**config.mk**
```make
export PLATFORM = sky130hd
export DESIGN_NAME = rca_nibble_seq
export DESIGN_NICKNAME = d
export VERILOG_FILES = /design/src/rtl/rca_nibble_seq.sv
export SDC_FILE = /design/constraint.sdc
export NUM_CORES = 1
export LEC_CHECK = 0
export BUFFER_PORTS_ARGS = -buffer_cell sky130_fd_sc_hd__buf_2
export CELL_PAD_IN_SITES_DETAIL_PLACEMENT = 0
export CELL_PAD_IN_SITES_GLOBAL_PLACEMENT = 2
export CORE_MARGIN = 3
export CORE_UTILIZATION = 41
export CTS_CLUSTER_SIZE = 24
export DETAILED_ROUTE_END_ITERATION = 10
export GPL_TIMING_DRIVEN = 0
export PLACE_DENSITY = 0.84
export REMOVE_ABC_BUFFERS = 1
export SYNTH_ARGS = -nofsm -noshare
export SYNTH_HDL_FRONTEND = slang
export SYNTH_SLANG_ARGS = --single-unit
```
**constraint.sdc**
```tcl
create_clock -name clk -period 7.68 [get_ports clk]
set_input_delay 0.384 -clock clk [delete_from_list [all_inputs] [get_ports clk]]
set_output_delay 0.384 -clock clk [all_outputs]
set_load 0.005 [all_outputs]
```
**src/rtl/rca_nibble_seq.sv**
```systemverilog
// Multi-cycle W-bit adder that reuses one 4-bit ripple-carry adder, one nibble per clock,
// LSB nibble first, with the carry chained through a register between nibbles.
`timescale 1ns/1ps

module rca4b (
    input  logic a0,
    input  logic a1,
    input  logic a2,
    input  logic a3,
    input  logic b0,
    input  logic b1,
    input  logic b2,
    input  logic b3,
    input  logic cin,
    output logic s0,
    output logic s1,
    output logic s2,
    output logic s3,
    output logic cout
);
    logic c1, c2, c3;

    assign s0   = a0 ^ b0 ^ cin;
    assign c1   = (a0 & b0) | (a0 & cin) | (b0 & cin);
    assign s1   = a1 ^ b1 ^ c1;
    assign c2   = (a1 & b1) | (a1 & c1) | (b1 & c1);
    assign s2   = a2 ^ b2 ^ c2;
    assign c3   = (a2 & b2) | (a2 & c2) | (b2 & c2);
    assign s3   = a3 ^ b3 ^ c3;
    assign cout = (a3 & b3) | (a3 & c3) | (b3 & c3);
endmodule

module rca_nibble_seq #(
    parameter int unsigned NIB = 4
) (
    input  logic              clk,
    input  logic              rst_n,
    input  logic              start,
    input  logic [4*NIB-1:0]  a,
    input  logic [4*NIB-1:0]  b,
    input  logic              cin,
    output logic              busy,
    output logic              done,
    output logic [4*NIB-1:0]  sum,
    output logic              cout,
    output logic              ovf
);
    localparam int unsigned W    = 4 * NIB;
    localparam int unsigned IdxW = (NIB > 1) ? $clog2(NIB) : 1;

    typedef enum logic [1:0] {StIdle, StRun, StDone} state_e;

    state_e            state_q;
    logic [W-1:0]      opa_q, opb_q, work_q, work_d;
    logic              carry_q;
    logic [IdxW-1:0]   idx_q;
    logic [IdxW+1:0]   shamt;
    logic [3:0]        nib_a, nib_b, nib_s;
    logic              nib_cout;
    logic              last_nib;
    logic              ovf_d;

    assign shamt    = {idx_q, 2'b00};
    assign last_nib = (idx_q == IdxW'(NIB - 1));

    always_comb begin
        nib_a  = 4'(opa_q >> shamt);
        nib_b  = 4'(opb_q >> shamt);
        // Splice the fresh nibble into the partial result; bits above it are still zero.
        work_d = (work_q & ~(W'(4'hF) << shamt)) | (W'(nib_s) << shamt);
        ovf_d  = (opa_q[W-1] == opb_q[W-1]) && (nib_s[3] != opa_q[W-1]);
    end

    rca4b u_rca4b (
        .a0   (nib_a[0]),
        .a1   (nib_a[1]),
        .a2   (nib_a[2]),
        .a3   (nib_a[3]),
        .b0   (nib_b[0]),
        .b1   (nib_b[1]),
        .b2   (nib_b[2]),
        .b3   (nib_b[3]),
        .cin  (carry_q),
        .s0   (nib_s[0]),
        .s1   (nib_s[1]),
        .s2   (nib_s[2]),
        .s3   (nib_s[3]),
        .cout (nib_cout)
    );

    always_ff @(posedge clk or negedge rst_n) begin
        if (!rst_n) begin
            state_q <= StIdle;
            opa_q   <= '0;
            opb_q   <= '0;
            work_q  <= '0;
            carry_q <= 1'b0;
            idx_q   <= '0;
            busy    <= 1'b0;
            done    <= 1'b0;
            sum     <= '0;
            cout    <= 1'b0;
            ovf     <= 1'b0;
        end else begin
            unique case (state_q)
                StIdle: begin
                    if (start) begin
                        opa_q   <= a;
                        opb_q   <= b;
                        carry_q <= cin;
                        work_q  <= '0;
                        idx_q   <= '0;
                        busy    <= 1'b1;
                        state_q <= StRun;
                    end
                end
                StRun: begin
                    work_q  <= work_d;
                    carry_q <= nib_cout;
                    if (last_nib) begin
                        sum     <= work_d;
                        cout    <= nib_cout;
                        ovf     <= ovf_d;
                        busy    <= 1'b0;
                        done    <= 1'b1;
                        state_q <= StDone;
                    end else begin
                        idx_q <= idx_q + 1'b1;
                    end
                end
                StDone: begin
                    done    <= 1'b0;
                    state_q <= StIdle;
                end
                default: begin
                    busy    <= 1'b0;
                    done    <= 1'b0;
                    state_q <= StIdle;
                end
            endcase
        end
    end
endmodule

```
==> summary.md, run 1 <==
| Metric | Value |
|---|---|
| DP HPWL | 4250 um |
| Final instance area | 3870 um2 |
| Max IR drop VDD | 0.228 mV |
| FILL cells | 751 |
| Lkg Pwr | 1.85 nW |
| CP Class | reg2reg |
| Antenna violations before repair | 0 |
| Net Sw Frac | 0.377 |
| Max-slew violation count | 0 |
| Netlist cell types | 37 |
| Most used DFF post-synth | dfrtp_1 |
| Commonest non-fill, non-tap cell in the layout | dfrtp_1 |
| Core ar. | 7850 um2 |
| Crit path max fanout | 23 |
| Reg power frac | 0.331 |
| Number of flops mapped to enable cells by yosys | 0 |
| PortBufs | 55 |
| Minimum clock period | 3.81 ns |
| Max Cap Viol | 0 |
| Top cell by count, worst path | fa_1 |
| Sequential share of the synthesized area | 0.515 |
| P&R area growth vs syn | 15.4% |
| Vias in the first global route | 2149 |
| Critical path's largest stage delay | 1.02 ns |
| WL per Instance | 15.6 um |
| Cells after Synth | 256 |
| Cells along the critical path | mux4_2 -> fa_1 -> inv_1 -> fa_1 -> fa_1 -> inv_1 -> fa_1 -> and3b_1 -> a21oi_1 -> o21ai_1 |
| Comb pwr share | 0.490 |
| DR vias/cell | 5.02 |
| Status | finished clean |
| Power density over cell area | 529 nW/um2 |
| Final Hold Viols | 0 |
| TritonRoute pass-1 iters | 4 |
| Post_cts resized | 0 |
| Chip width | 96.4 um |
| # hold bufs at CTS | 0 |
| Unrepaired setup endpoints after global routing | false |
| Yosys warning count | 0 |
| Clk pin slew, worst setup/hold paths | 0.07 ns |
| CP endpoint kind | flop |
| Worst-margin pin slew | 1.20 ns |
| Post-synthesis register bit count | 69 |
| Initial cell density of the core | 0.427 |
| Worst-case clock buffer depth | 2 |
| Routability cong. | 0.707 |
| Int Power | 1.28 mW |
| Fmax | 262 MHz |
| Gr ovfl total | 0 |
| Die Y | 96.4 um |
| Slew margin rel. | 0.195 |
| Critical Path RT | 7.88 ns |
| I/O Pins | 56 |
| DRC errors left | 0 |
| Inserted Diodes | 0 |
| Hold WC Path Type | in2async |
| Setup_tns | 0 ns |
| First-pass GRT wire length | 10800 um |
| Clk sinks | 69 |
| Post-DP Area | 3620 um2 |
| H-Tree Depth | 3 |
| Layout cells sized above 1 | 0.379 |
| TritonCTS buffer count | 9 |
| CP max-delay cell | dfrtp_1 |
| Syn avg cell area | 13.1 um2 |
| Switching power | 0.772 mW |
| DRT iter0 DRCs | 71 |
| R2R setup slack | 3.87 ns |
| Worst-Skew Late Latency | 0.34 ns |
| CTS tree | done |
| Die Area | 9300 um2 |
| DR vias | 2064 |
| Critical Path Start Type | flop |
| Final setup fails | 0 |
| Clk_skew | 0.0124 ns |
| Final nets | 348 |
| Clock power share | 0.179 |
| CTS Root Cell | clkbuf_8 |
| WP data arrival | 4.01 ns |
| Largest net degree at the start of global routing | 70 |
| Tcrit/Tclk final | 0.496 |
| Antenna viol nets, final | 0 |
| Total GRT Usage | 0.155 |
| Most frequent cells in the layout | 69 x dfrtp_1, 54 x buf_2, 30 x mux2_4 |
| Async set-reset flop share out of synthesis | 1.00 |
| Mapped cell area | 3350 um2 |
| Post-CTS Setup Bufs | 0 |
| Drt total wl | 6410 um |
| Row count | 32 |
[power by group through the flow]
stage / combinational, mW / sequential (mW) / clock (mW)
final: 1.00 / 0.678 / 0.366
after detailed placement: 1.02 / 0.686 / 0
after global placement: 1.01 / 0.681 / 0
after global routing: 1.12 / 0.709 / 0.390
after CTS: 1.02 / 0.681 / 0.373
after floorplan: 0.749 / 0.646 / 0
[routing by layer]
metal  up-vias  wire length, um  GRT usage
li1       1000                -          -
met1      1009             3190      0.217
met2        49             2880      0.235
met3         6              282     0.0372
met4         0               59     0.0596
met5         -                0          0
[state kept, by name (all words and copies together) (netlist names), 2 cells and up]
signal	flops
state_q	2
work_q	12
idx_q	2
opb_q	16
sum	16
opa_q	16
[final cells by class]
type	instances	area, um2	area share
flip-flops and latches	69	1730	0.446
multi-input cells	156	1440	0.372
repair buffers	55	278	0.0718
clock buffers	10	138	0.0356
well taps	102	128	0.0330
clock inverters	6	110	0.0285
inverters	13	48.8	0.0126
[cell families after synthesis]
group,count (synthesis),share of synthesized area
muxes,42,0.202
adders and majority gates,8,0.0388
buffers and inverters,31,0.0552
AOI/OAI and AO/OA,55,0.112
and+or+nand+nor,51,0.0769
DFF,69,0.515
[cell usage after synthesis (all sizes together) (3+ instances only)]
cell type | n | area [um2]
mux2 | 34 | 495
a2bb2oi | 4 | 35.0
o21ai | 16 | 80.1
fa | 4 | 80.1
nor3 | 3 | 15.0
dfrtp | 69 | 1730
a22oi | 3 | 22.5
inv | 13 | 48.8
buf | 13 | 118
nand2 | 23 | 86.3
mux4 | 8 | 180
ha | 4 | 50.1
nor2b | 6 | 47.5
a21o | 3 | 22.5
nor2 | 8 | 30.0
clkbuf | 5 | 18.8
o2bb2ai | 6 | 52.6
nand2b | 4 | 25.0
a21oi | 9 | 45.0
a22o | 9 | 78.8
[critical path, delay by kind of cell, from the launching register on]
kind,cells,cell delay (ns)
AND/OR/NAND/NOR,1,0.23
AO/OA/AOI/OAI,2,0.19
buffers and inverters,2,0.12
multiplexers,1,0.63
flip-flops,1,1.02
adder cells (fa/ha/maj),4,1.50
[through the flow]
stage	hold slack [ns]	worst slack [ns]	total power [mW]	std cells	utilization
CTS	0.189	3.80	2.08	411	0.493
global route	0.234	3.55	2.22	411	0.493
global placement	0.461	3.80	1.69	395	0.461
detailed placement	0.470	3.80	1.71	395	0.461
finish	0.173	3.87	2.05	411	0.493
floorplan	0.0884	4.38	1.40	238	-
[final timing paths]
| check | start | depth (start not counted) | endpoint |
|---|---|---|---|
| min | rst_n | 1 | sum[8]$_DFFE_PN0P_ |
| min reg2reg | sum[6]$_DFFE_PN0P_ | 2 | sum[6]$_DFFE_PN0P_ |
| max | idx_q[0]$_DFFE_PN0P_ | 10 | ovf$_DFFE_PN0P_ |
| max reg2reg | idx_q[0]$_DFFE_PN0P_ | 10 | ovf$_DFFE_PN0P_ |
| max in group asynchronous | rst_n | 1 | opb_q[2]$_DFFE_PN0P_ |
| min in group clk | b[4] | 2 | opb_q[4]$_DFFE_PN0P_ |
Note: power is estimated with default switching activity, not from simulation.
==> run 2: changes to the inputs <==
Settings changed: CORE_UTILIZATION 41 to 38, PLACE_DENSITY 0.84 to 0.79.
Clock period 7.68 ns to 3.6 ns, I/O delays scaled along.
==> summary.md, run 2 (same netlist as run 1, synthesis figures left out) <==
| Metric | Value |
|---|---|
| CTS Root Cell | clkbuf_8 (unchanged) |
| Worst-Skew Late Latency | 0.33 ns (was 0.34 ns) |
| Status | finished clean (unchanged) |
| Max Cap Viol | 0 (unchanged) |
| First-pass GRT wire length | 10800 um (about the same) |
| CP max-delay cell | fa_1 (was dfrtp_1) |
| Core Util, Final | 0.463 (was 0.493) |
| Inserted Diodes | 0 (unchanged) |
| Crit path max fanout | 23 (unchanged) |
| Cells along the critical path | mux4_2 -> fa_1 -> inv_1 -> fa_1 -> fa_1 -> inv_1 -> fa_1 -> and3b_1 -> a21oi_1 -> o21ai_1 (unchanged) |
| Die Area | 9980 um2 (was 9300 um2) |
| Power density over cell area | 1110 nW/um2 (was 529 nW/um2) |
| WL per Instance | 15.4 um (was 15.6 um) |
| CP endpoint kind | flop (unchanged) |
| Setup_tns | 0 ns (unchanged) |
| Layout cells sized above 1 | 0.384 (was 0.379) |
| Clk sinks | 69 (unchanged) |
| Crit path max-delay family | adder cells (unchanged) |
| DRC errors left | 0 (unchanged) |
| DR vias | 2052 (was 2064) |
| Lkg Pwr | 1.85 nW (about the same) |
| Worst-case clock buffer depth | 2 (unchanged) |
| Tcrit/Tclk final | 0.927 (was 0.496) |
| Critical path's largest stage delay | 0.71 ns (was 1.02 ns) |
| Clk pin slew, worst setup/hold paths | 0.08 ns (was 0.07 ns) |
| Worst reg2reg path startpoint | idx_q[0]$_DFFE_PN0P_ (unchanged) |
| Largest net degree at the start of global routing | 70 (unchanged) |
| Commonest non-fill, non-tap cell in the layout | dfrtp_1 (unchanged) |
| Most frequent cells in the layout | 67 x dfrtp_1, 54 x buf_2, 30 x mux2_4 (was 69 x dfrtp_1, 54 x buf_2, 30 x mux2_4) |
| Crit path from | idx_q[0]$_DFFE_PN0P_ (unchanged) |
| Worst-margin pin slew | 1.22 ns (was 1.20 ns) |
| WP data arrival | 3.53 ns (was 4.01 ns) |
| R2r endpoint | ovf$_DFFE_PN0P_ (unchanged) |
| DP HPWL | 4290 um (was 4250 um) |
| Antenna viol nets, final | 0 (unchanged) |
| Fmax | 300 MHz (was 262 MHz) |
| Post-CTS Setup Bufs | 0 (unchanged) |
| Routability cong. | 0.700 (was 0.707) |
| Drt total wl | 6390 um (was 6410 um) |
| DRT iter0 DRCs | 59 (was 71) |
| Buf/Inv on CP | 2 (unchanged) |
| Top cell by count, worst path | fa_1 (unchanged) |
| Core ar. | 8380 um2 (was 7850 um2) |
| Clk_skew | 0.00520 ns (was 0.0124 ns) |
| Antenna violations before repair | 0 (unchanged) |
| CP Class | reg2reg (unchanged) |
| Worst setup margin | 0.264 ns (was 3.87 ns) |
| Row count | 33 (was 32) |
| Critical Path Start Type | flop (unchanged) |
| Unrepaired setup endpoints after global routing | false (unchanged) |
| Hold path start | b[11] |
| Die Y | 99.9 um (was 96.4 um) |
| Chip width | 99.9 um (was 96.4 um) |
| CP endpoint | ovf$_DFFE_PN0P_ (unchanged) |
| Final nets | 349 (was 348) |
| Gr ovfl total | 0 (unchanged) |
| Slew margin rel. | 0.185 (was 0.195) |
| Worst R2R Path Depth | 10 (unchanged) |
| Minimum clock period | 3.34 ns (was 3.81 ns) |
| Pre-CTS setup slack | -0.261 ns (was 3.80 ns) |
| Final Non-Filler Cells | 415 (was 411) |
| DR vias/cell | 4.94 (was 5.02) |
| Placed cells | 398 (was 395) |
| H-Tree Depth | 3 (unchanged) |
| Hold WC Path Type | in2reg (was in2async) |
| Vias in the first global route | 2118 (was 2149) |
| TritonCTS buffer count | 9 (unchanged) |
| P&R area growth vs syn | 15.7% (was 15.4%) |
| Top Registers | opa_q: 16 flops, opb_q: 16 flops, sum: 16 flops (unchanged) |
| Final setup fails | 0 (unchanged) |
| TritonRoute pass-1 iters | 4 (unchanged) |
| Max IR drop VDD | 0.466 mV (was 0.228 mV) |
| Initial cell density of the core | 0.400 (was 0.427) |
| Final Hold Viols | 0 (unchanged) |
| R2R setup slack | 0.26 ns (was 3.87 ns) |
| CTS tree | done (unchanged) |
| Max-slew violation count | 0 (unchanged) |
| Total GRT Usage | 0.138 (was 0.155) |
| Critical Path RT | 3.80 ns (was 7.88 ns) |
| PortBufs | 55 (unchanged) |
| I/O Pins | 56 (unchanged) |
| CP Depth | 10 (unchanged) |
| Smallest hold slack | 0.0683 ns (was 0.173 ns) |
[run 2: area by class of cell]
class                   count  area, um2
well taps                 105        131
inverters                  13       48.8
repair buffers             56        288
fillers                   798       4500
clock inverters             7        114
multi-input cells         156       1440
flip-flops and latches     69       1730
clock buffers               9        124
[run 2: how the worst min path moves through the flow]
stage                       endpoint  slack [ns]  depth (start not counted)
2_1_floorplan       busy$_DFFE_PN0P_       -0.12                          0
3_3_place_gp   opa_q[10]$_DFFE_PN0P_        0.41                          2
3_5_place_dp      sum[9]$_DFFE_PN0P_        0.36                          1
4_1_cts        opb_q[11]$_DFFE_PN0P_        0.05                          2
5_1_grt        opa_q[11]$_DFFE_PN0P_        0.05                          2
6_report       opb_q[11]$_DFFE_PN0P_        0.07                          2
[run 2: timing repair]
action                     in CTS  in global routing
gates resized for setup         1                  2
hold endpoints to repair        8                  0
setup endpoints to repair       8                  5
hold buffers                    1                  0
[run 2: metal layers]
layer | GRT usage | share of wire | vias to the layer above
met2 | 0.209 | 0.44 | 56
met1 | 0.192 | 0.48 | 996
li1 | - | - | 998
met3 | 0.0466 | 0.068 | 2
met5 | 0 | 0 | -
met4 | 0.0315 | 0.0027 | 0
[run 2: metrics by stage]
| step | cell area [um2] | total power, mW |
|---|---|---|
| after floorplan | 3220 | 2.98 |
| after global placement | 3620 | 3.60 |
| after detailed placement | 3620 | 3.63 |
| after CTS | 3870 | 4.39 |
| after global routing | 3880 | 4.68 |
| final | 3880 | 4.31 |
[run 2: where the power goes]
| part | leakage [nW] | internal, mW | total, mW | switching (mW) |
|---|---|---|---|---|
| sequential | 0.846 | 1.14 | 1.45 | 0.304 |
| clock | 0.123 | 0.458 | 0.751 | 0.293 |
| combinational | 0.884 | 1.10 | 2.11 | 1.01 |
| total | 1.85 | 2.70 | 4.31 | 1.61 |
